### src/rtl/mem_stage_pkg.sv
// Shared definitions for the memory stage: FSM encoding, writeback source
// selects and the MEM/WB payload carried to writeback.
package mem_stage_pkg;

  localparam int unsigned DATA_W = 16;
  localparam int unsigned SEL_W  = 3;
  localparam int unsigned REG_W  = 3;

  localparam logic [0:0] IDLE = 1'b0;
  localparam logic [0:0] WAIT = 1'b1;

  // Writeback source selects, decoded by the writeback stage
  localparam logic [SEL_W-1:0] SRC_ALU = 3'd0;
  localparam logic [SEL_W-1:0] SRC_MEM = 3'd1;
  localparam logic [SEL_W-1:0] SRC_SET = 3'd2;
  localparam logic [SEL_W-1:0] SRC_PC  = 3'd3;

  typedef struct packed {
    logic              regWrt;
    logic [SEL_W-1:0]  regWrtSrc;
    logic [REG_W-1:0]  writeReg;
    logic [DATA_W-1:0] aluOut;
    logic [DATA_W-1:0] memData;
    logic [DATA_W-1:0] setVal;
    logic [DATA_W-1:0] nextPc;
    logic              halt;
    logic              err;
  } memWbT;

  // A bubble retires nothing: no write, no halt, no error
  localparam memWbT MEM_WB_BUBBLE = '0;

endpackage

### src/rtl/mem_wb_reg.sv
// MEM/WB pipeline register bank; bubble overrides load, otherwise holds.
module mem_wb_reg
  import mem_stage_pkg::*;
(
  input  logic  clk,
  input  logic  rst,
  input  logic  load,
  input  logic  bubble,
  input  memWbT d,
  output memWbT q
);

  always_ff @(posedge clk) begin
    if (rst) begin
      q <= '0;
    end else if (bubble) begin
      q <= MEM_WB_BUBBLE;
    end else if (load) begin
      q <= d;
    end
  end

endmodule

### src/rtl/memory_stage.sv
// Memory stage: data-memory request/stall/done handshake with a bounded wait,
// upstream stall generation and the MEM/WB register feeding writeback.
module memory_stage
  import mem_stage_pkg::*;
#(
  parameter int unsigned TIMEOUT = 64
) (
  input  logic              clk,
  input  logic              rst,
  input  logic [DATA_W-1:0] aluOut,
  input  logic [DATA_W-1:0] reg2Data,
  input  logic              memEn,
  input  logic              memWrt,
  input  logic              regWrt,
  input  logic [SEL_W-1:0]  regWrtSrc,
  input  logic [REG_W-1:0]  writeReg,
  input  logic [DATA_W-1:0] setVal,
  input  logic [DATA_W-1:0] nextPc,
  input  logic              halt,
  input  logic              err,
  output logic              memReq,
  output logic              memWe,
  output logic [DATA_W-1:0] memAddr,
  output logic [DATA_W-1:0] memWrData,
  input  logic [DATA_W-1:0] memRdData,
  input  logic              memStall,
  input  logic              memDone,
  output logic              stallOut,
  output logic              wbRegWrt,
  output logic [SEL_W-1:0]  wbRegWrtSrc,
  output logic [REG_W-1:0]  wbWriteReg,
  output logic [DATA_W-1:0] wbAluOut,
  output logic [DATA_W-1:0] wbMemData,
  output logic [DATA_W-1:0] wbSetVal,
  output logic [DATA_W-1:0] wbNextPc,
  output logic              wbHalt,
  output logic              wbErr
);

  localparam int unsigned CNT_W = (TIMEOUT > 2) ? $clog2(TIMEOUT) : 1;
  localparam logic [CNT_W-1:0] COUNT_LAST = CNT_W'(TIMEOUT - 1);

  logic [0:0]       stateQ, stateD;
  logic [CNT_W-1:0] countQ, countD;
  logic             misaligned;
  logic             retire;
  memWbT            wbD;
  memWbT            wbQ;

  assign misaligned = memEn & aluOut[0];

  // State and wait counter
  always_ff @(posedge clk) begin
    if (rst) begin
      stateQ <= IDLE;
      countQ <= '0;
    end else begin
      stateQ <= stateD;
      countQ <= countD;
    end
  end

  // Next state, handshake and retire decision
  always_comb begin
    stateD   = stateQ;
    countD   = countQ;
    memReq   = 1'b0;
    stallOut = 1'b0;
    retire   = 1'b0;
    wbD      = '{regWrt:    regWrt,
                 regWrtSrc: regWrtSrc,
                 writeReg:  writeReg,
                 aluOut:    aluOut,
                 memData:   '0,
                 setVal:    setVal,
                 nextPc:    nextPc,
                 halt:      halt,
                 err:       err};

    case (stateQ)
      IDLE: begin
        if (!memEn) begin
          retire = 1'b1;
        end else if (misaligned) begin
          retire     = 1'b1;
          wbD.regWrt = 1'b0;
          wbD.err    = 1'b1;
        end else begin
          memReq = 1'b1;
          if (memStall) begin
            stallOut = 1'b1;
          end else if (memDone) begin
            retire      = 1'b1;
            wbD.memData = memWrt ? '0 : memRdData;
          end else begin
            stallOut = 1'b1;
            stateD   = WAIT;
            countD   = '0;
          end
        end
      end

      WAIT: begin
        if (memDone) begin
          retire      = 1'b1;
          wbD.memData = memWrt ? '0 : memRdData;
          stateD      = IDLE;
        end else if (countQ == COUNT_LAST) begin
          // Memory never answered: give up and flag the instruction
          retire  = 1'b1;
          wbD.err = 1'b1;
          stateD  = IDLE;
        end else begin
          stallOut = 1'b1;
          countD   = countQ + CNT_W'(1);
        end
      end

      default: begin
        stateD = IDLE;
        countD = '0;
      end
    endcase

    if (rst) begin
      memReq   = 1'b0;
      stallOut = 1'b0;
    end
  end

  assign memWe     = memReq & memWrt;
  assign memAddr   = aluOut;
  assign memWrData = reg2Data;

  mem_wb_reg uMemWb (
    .clk    (clk),
    .rst    (rst),
    .load   (retire),
    .bubble (~retire),
    .d      (wbD),
    .q      (wbQ)
  );

  assign wbRegWrt    = wbQ.regWrt;
  assign wbRegWrtSrc = wbQ.regWrtSrc;
  assign wbWriteReg  = wbQ.writeReg;
  assign wbAluOut    = wbQ.aluOut;
  assign wbMemData   = wbQ.memData;
  assign wbSetVal    = wbQ.setVal;
  assign wbNextPc    = wbQ.nextPc;
  assign wbHalt      = wbQ.halt;
  assign wbErr       = wbQ.err;

endmodule

### config.mk
export PLATFORM = sky130hd
export DESIGN_NAME = memory_stage
export DESIGN_NICKNAME = d
export VERILOG_FILES = /design/src/rtl/mem_stage_pkg.sv /design/src/rtl/mem_wb_reg.sv /design/src/rtl/memory_stage.sv
export SDC_FILE = /design/constraint.sdc
export NUM_CORES = 1
export LEC_CHECK = 0
export ABC_AREA = 1
export CAP_MARGIN = 30
export CELL_PAD_IN_SITES_DETAIL_PLACEMENT = 1
export CELL_PAD_IN_SITES_GLOBAL_PLACEMENT = 1
export CORE_ASPECT_RATIO = 1.1
export CORE_UTILIZATION = 38
export DETAILED_ROUTE_END_ITERATION = 10
export DONT_BUFFER_PORTS = 1
export PLACE_DENSITY = 0.81
export SYNTH_ARGS = -nofsm -noshare
export SYNTH_HDL_FRONTEND = slang
export SYNTH_SLANG_ARGS = --single-unit
### constraint.sdc
create_clock -name clk -period 1.7 [get_ports clk]
set_clock_uncertainty 0.15 [all_clocks]
set_input_delay 0.085 -clock clk [delete_from_list [all_inputs] [get_ports clk]]
set_output_delay 0.085 -clock clk [all_outputs]
set_load 0.02 [all_outputs]
==> impl_metrics.tcl <==
set metrics [dict create \
    yosysTopAreaCell "dfxtp_1" \
    vias 2322 \
    vias_per_cell 4.598 \
    grt_max_degree 50 \
    worstSetupStartpointType "input pin" \
    finalPower_mw 4.084 \
    synth_top_area_frac 0.5320 \
    worst-setup-path-type "in -> out" \
    drt_wl_total_um 9022 \
    intPower_mw 2.996 \
    status "finished clean" \
    finalNetCount 491 \
    pwr-share-comb 0.095 \
    ys_top_cells_by_count "80 x dfxtp_1, 70 x nor2_2, 62 x inv_1" \
    max_stage_delay_ps 550 \
    finish.utilization 0.5299 \
    synth_seq_cells 80 \
    setup_tns_ps 0 \
    dr.pass1.iters 4 \
    htreeDepth 3 \
    post-synth-top-count-cell "dfxtp_1" \
    clock_latency_ps 350 \
    drt_iter0_markers 20 \
    diodes 0 \
    worst-path-buf-inv 4 \
    core_mm2 0.007556 \
    fin_crit_ps 1652 \
    synthTopCellsByArea "dfxtp_1 53%, nor2_2 15%, buf_4 8.0%, inv_1 7.7%, nand3_1 4.2%" \
    grt_pass1_wl_um 13290 \
    cp.arrival_ps 1420 \
    yosys_warnings 0 \
    portBuffers 0 \
    p_switching_mw 1.088 \
    synth-main-ff-cell "dfxtp_1" \
    postSynthCellCount 334 \
    globalplace.congestion 0.7381 \
    cts_made_buffers 9 \
    syn_nets 430 \
    hold_class "in -> out" \
    cp_data_required_time_ps 1460 \
    cts_root_buf "clkbuf_8" \
    wl_per_cell_um 17.87 \
    synth-edff-count 0 \
    ir_drop_uv 454.3 \
    syn_area_mm2 0.003010 \
    cp-end-kind "output port" \
    maxSlewHeadroom 0.7525 \
    slew_viol_final 0 \
    die_area_mm2 0.008283 \
    switching_share 0.2664 \
    die_w_um 86.87 \
    grt_pass1_vias 2521 \
    cap_viol_max_count 0 \
    grt_usage 0.2205 \
    clockPowerShare 0.390 \
    final_hold_viol_count 0 \
    initial_utilization 0.3984 \
    cp_cell_sequence "dlygate4sd3_1, inv_2, nand2_1, o21bai_4, buf_6, a21oi_4, buf_6" \
    async_flop_share 0 \
    slowest_stage "dlygate4sd3_1" \
    antenna_found_initial 0 \
    ys_types 23 \
    powerDensity_mw_per_mm2 1020 \
    drc 0 \
    cpLargestDelayFamily "buffers and inverters" \
    cts_tree "built" \
    tightest_slew_ps 371.3 \
    crit_path_max_fanout 5 \
    clockBufferDepth 2 \
    cp_common_cell "buf_6" \
    io_pins 203 \
    p_leak_nw 1.724 \
    setup_viol 0 \
    pwr-share-seq 0.516 \
    fmax_ghz 0.6052 \
    fin_crit_sh 0.9720 \
    place_hpwl_um 5148 \
    num_rows 33 \
    r2r_slack_ps 80 \
    drive_gt1_frac 0.2875 \
    ant_nets 0 \
    ys_seq_area_frac 0.5320 \
    die_h_um 95.35 \
    gr-total-overflow 0 \
    numClockSinks 80 \
    syn2layout_area_growth_pct 33.00 \
    avgSynthCellArea_um2 9.013 \
]
layout make-up:
class | count | area [µm²]
fillers | 863 | 3552
well taps | 105 | 131.4
clock buffers | 9 | 123.9
repair buffers | 93 | 913.4
inverters | 63 | 236.5
multi-input cells | 148 | 889.6
flip-flops and latches | 80 | 1607
clock inverters | 7 | 102.6
final timing paths:
check,end,from,cells after the start
setup / recovery,stallOut,memDone,7
hold / removal,memAddr[13],aluOut[13],0
setup reg to reg,uMemWb.q[60],countQ[1],7
hold reg to reg,uMemWb.q[0],stateQ,2
metal layers:
| layer | routed length [µm] | GRT usage | up-vias |
|---|---|---|---|
| met1 | 2993 | 0.2133 | 1098 |
| li1 | - | - | 1072 |
| met2 | 4916 | 0.4114 | 120 |
| met3 | 847 | 0.07359 | 30 |
| met5 | 6 | 0 | - |
| met4 | 258 | 0.1181 | 2 |
placed cells by master, fill, tap and decap left out, types with 3 or more instances in the layout:
cell type,n
nor2_1,13
nand4_1,3
nand3_1,25
a21oi_1,6
nor2_2,70
nand2_1,17
dfxtp_1,76
inv_1,61
buf_4,12
clkbuf_8,9
dfxtp_2,4
dlygate4sd3_1,78
power groups by stage:
stage | sequential, mW | clock [mW] | combinational [mW]
finish | 2.11 | 1.59 | 0.386
global route | 2.11 | 1.73 | 0.419
CTS | 2.10 | 1.63 | 0.371
detailed placement | 2.15 | 0 | 0.215
global placement | 2.14 | 0 | 0.202
floorplan | 2.13 | 0 | 0.295
state kept, by name (all words and copies together) (netlist names):
register  count
uMemWb.q     73
countQ        6
stateQ        1
metrics by stage:
| step | hold WS [ps] | instances | instance area [µm²] | setup slack [ps] |
|---|---|---|---|---|
| 2_1_floorplan | 47.22 | 334 | 3010 | 112.8 |
| 3_3_place_gp | 5.595 | 408 | 2909 | 156.9 |
| 3_5_place_dp | 8.047 | 408 | 2909 | 101.3 |
| 4_1_cts | 20.14 | 505 | 3985 | 6.046 |
| 5_1_grt | 20.03 | 505 | 4004 | -5.182 |
| 6_report | 20.01 | 505 | 4004 | 47.63 |
logic make-up after synthesis:
family / Yosys count / share of synthesized area
adders and majority gates: 1 / 0.004156
buffers and inverters: 106 / 0.1899
AOI/OAI and AO/OA: 12 / 0.02494
and+or+nand+nor: 134 / 0.2461
DFF: 80 / 0.5320
xor gates and xnor gates: 1 / 0.002910
what timing repair did:
item,in CTS,in global routing
gates resized for setup,11,6
setup buffers,3,0
pin swaps,2,3
endpoints found under the hold margin,80,0
endpoints found under the setup margin,1,22
hold buffers,78,0
No activity file was read; power rests on OpenSTA's default activity.
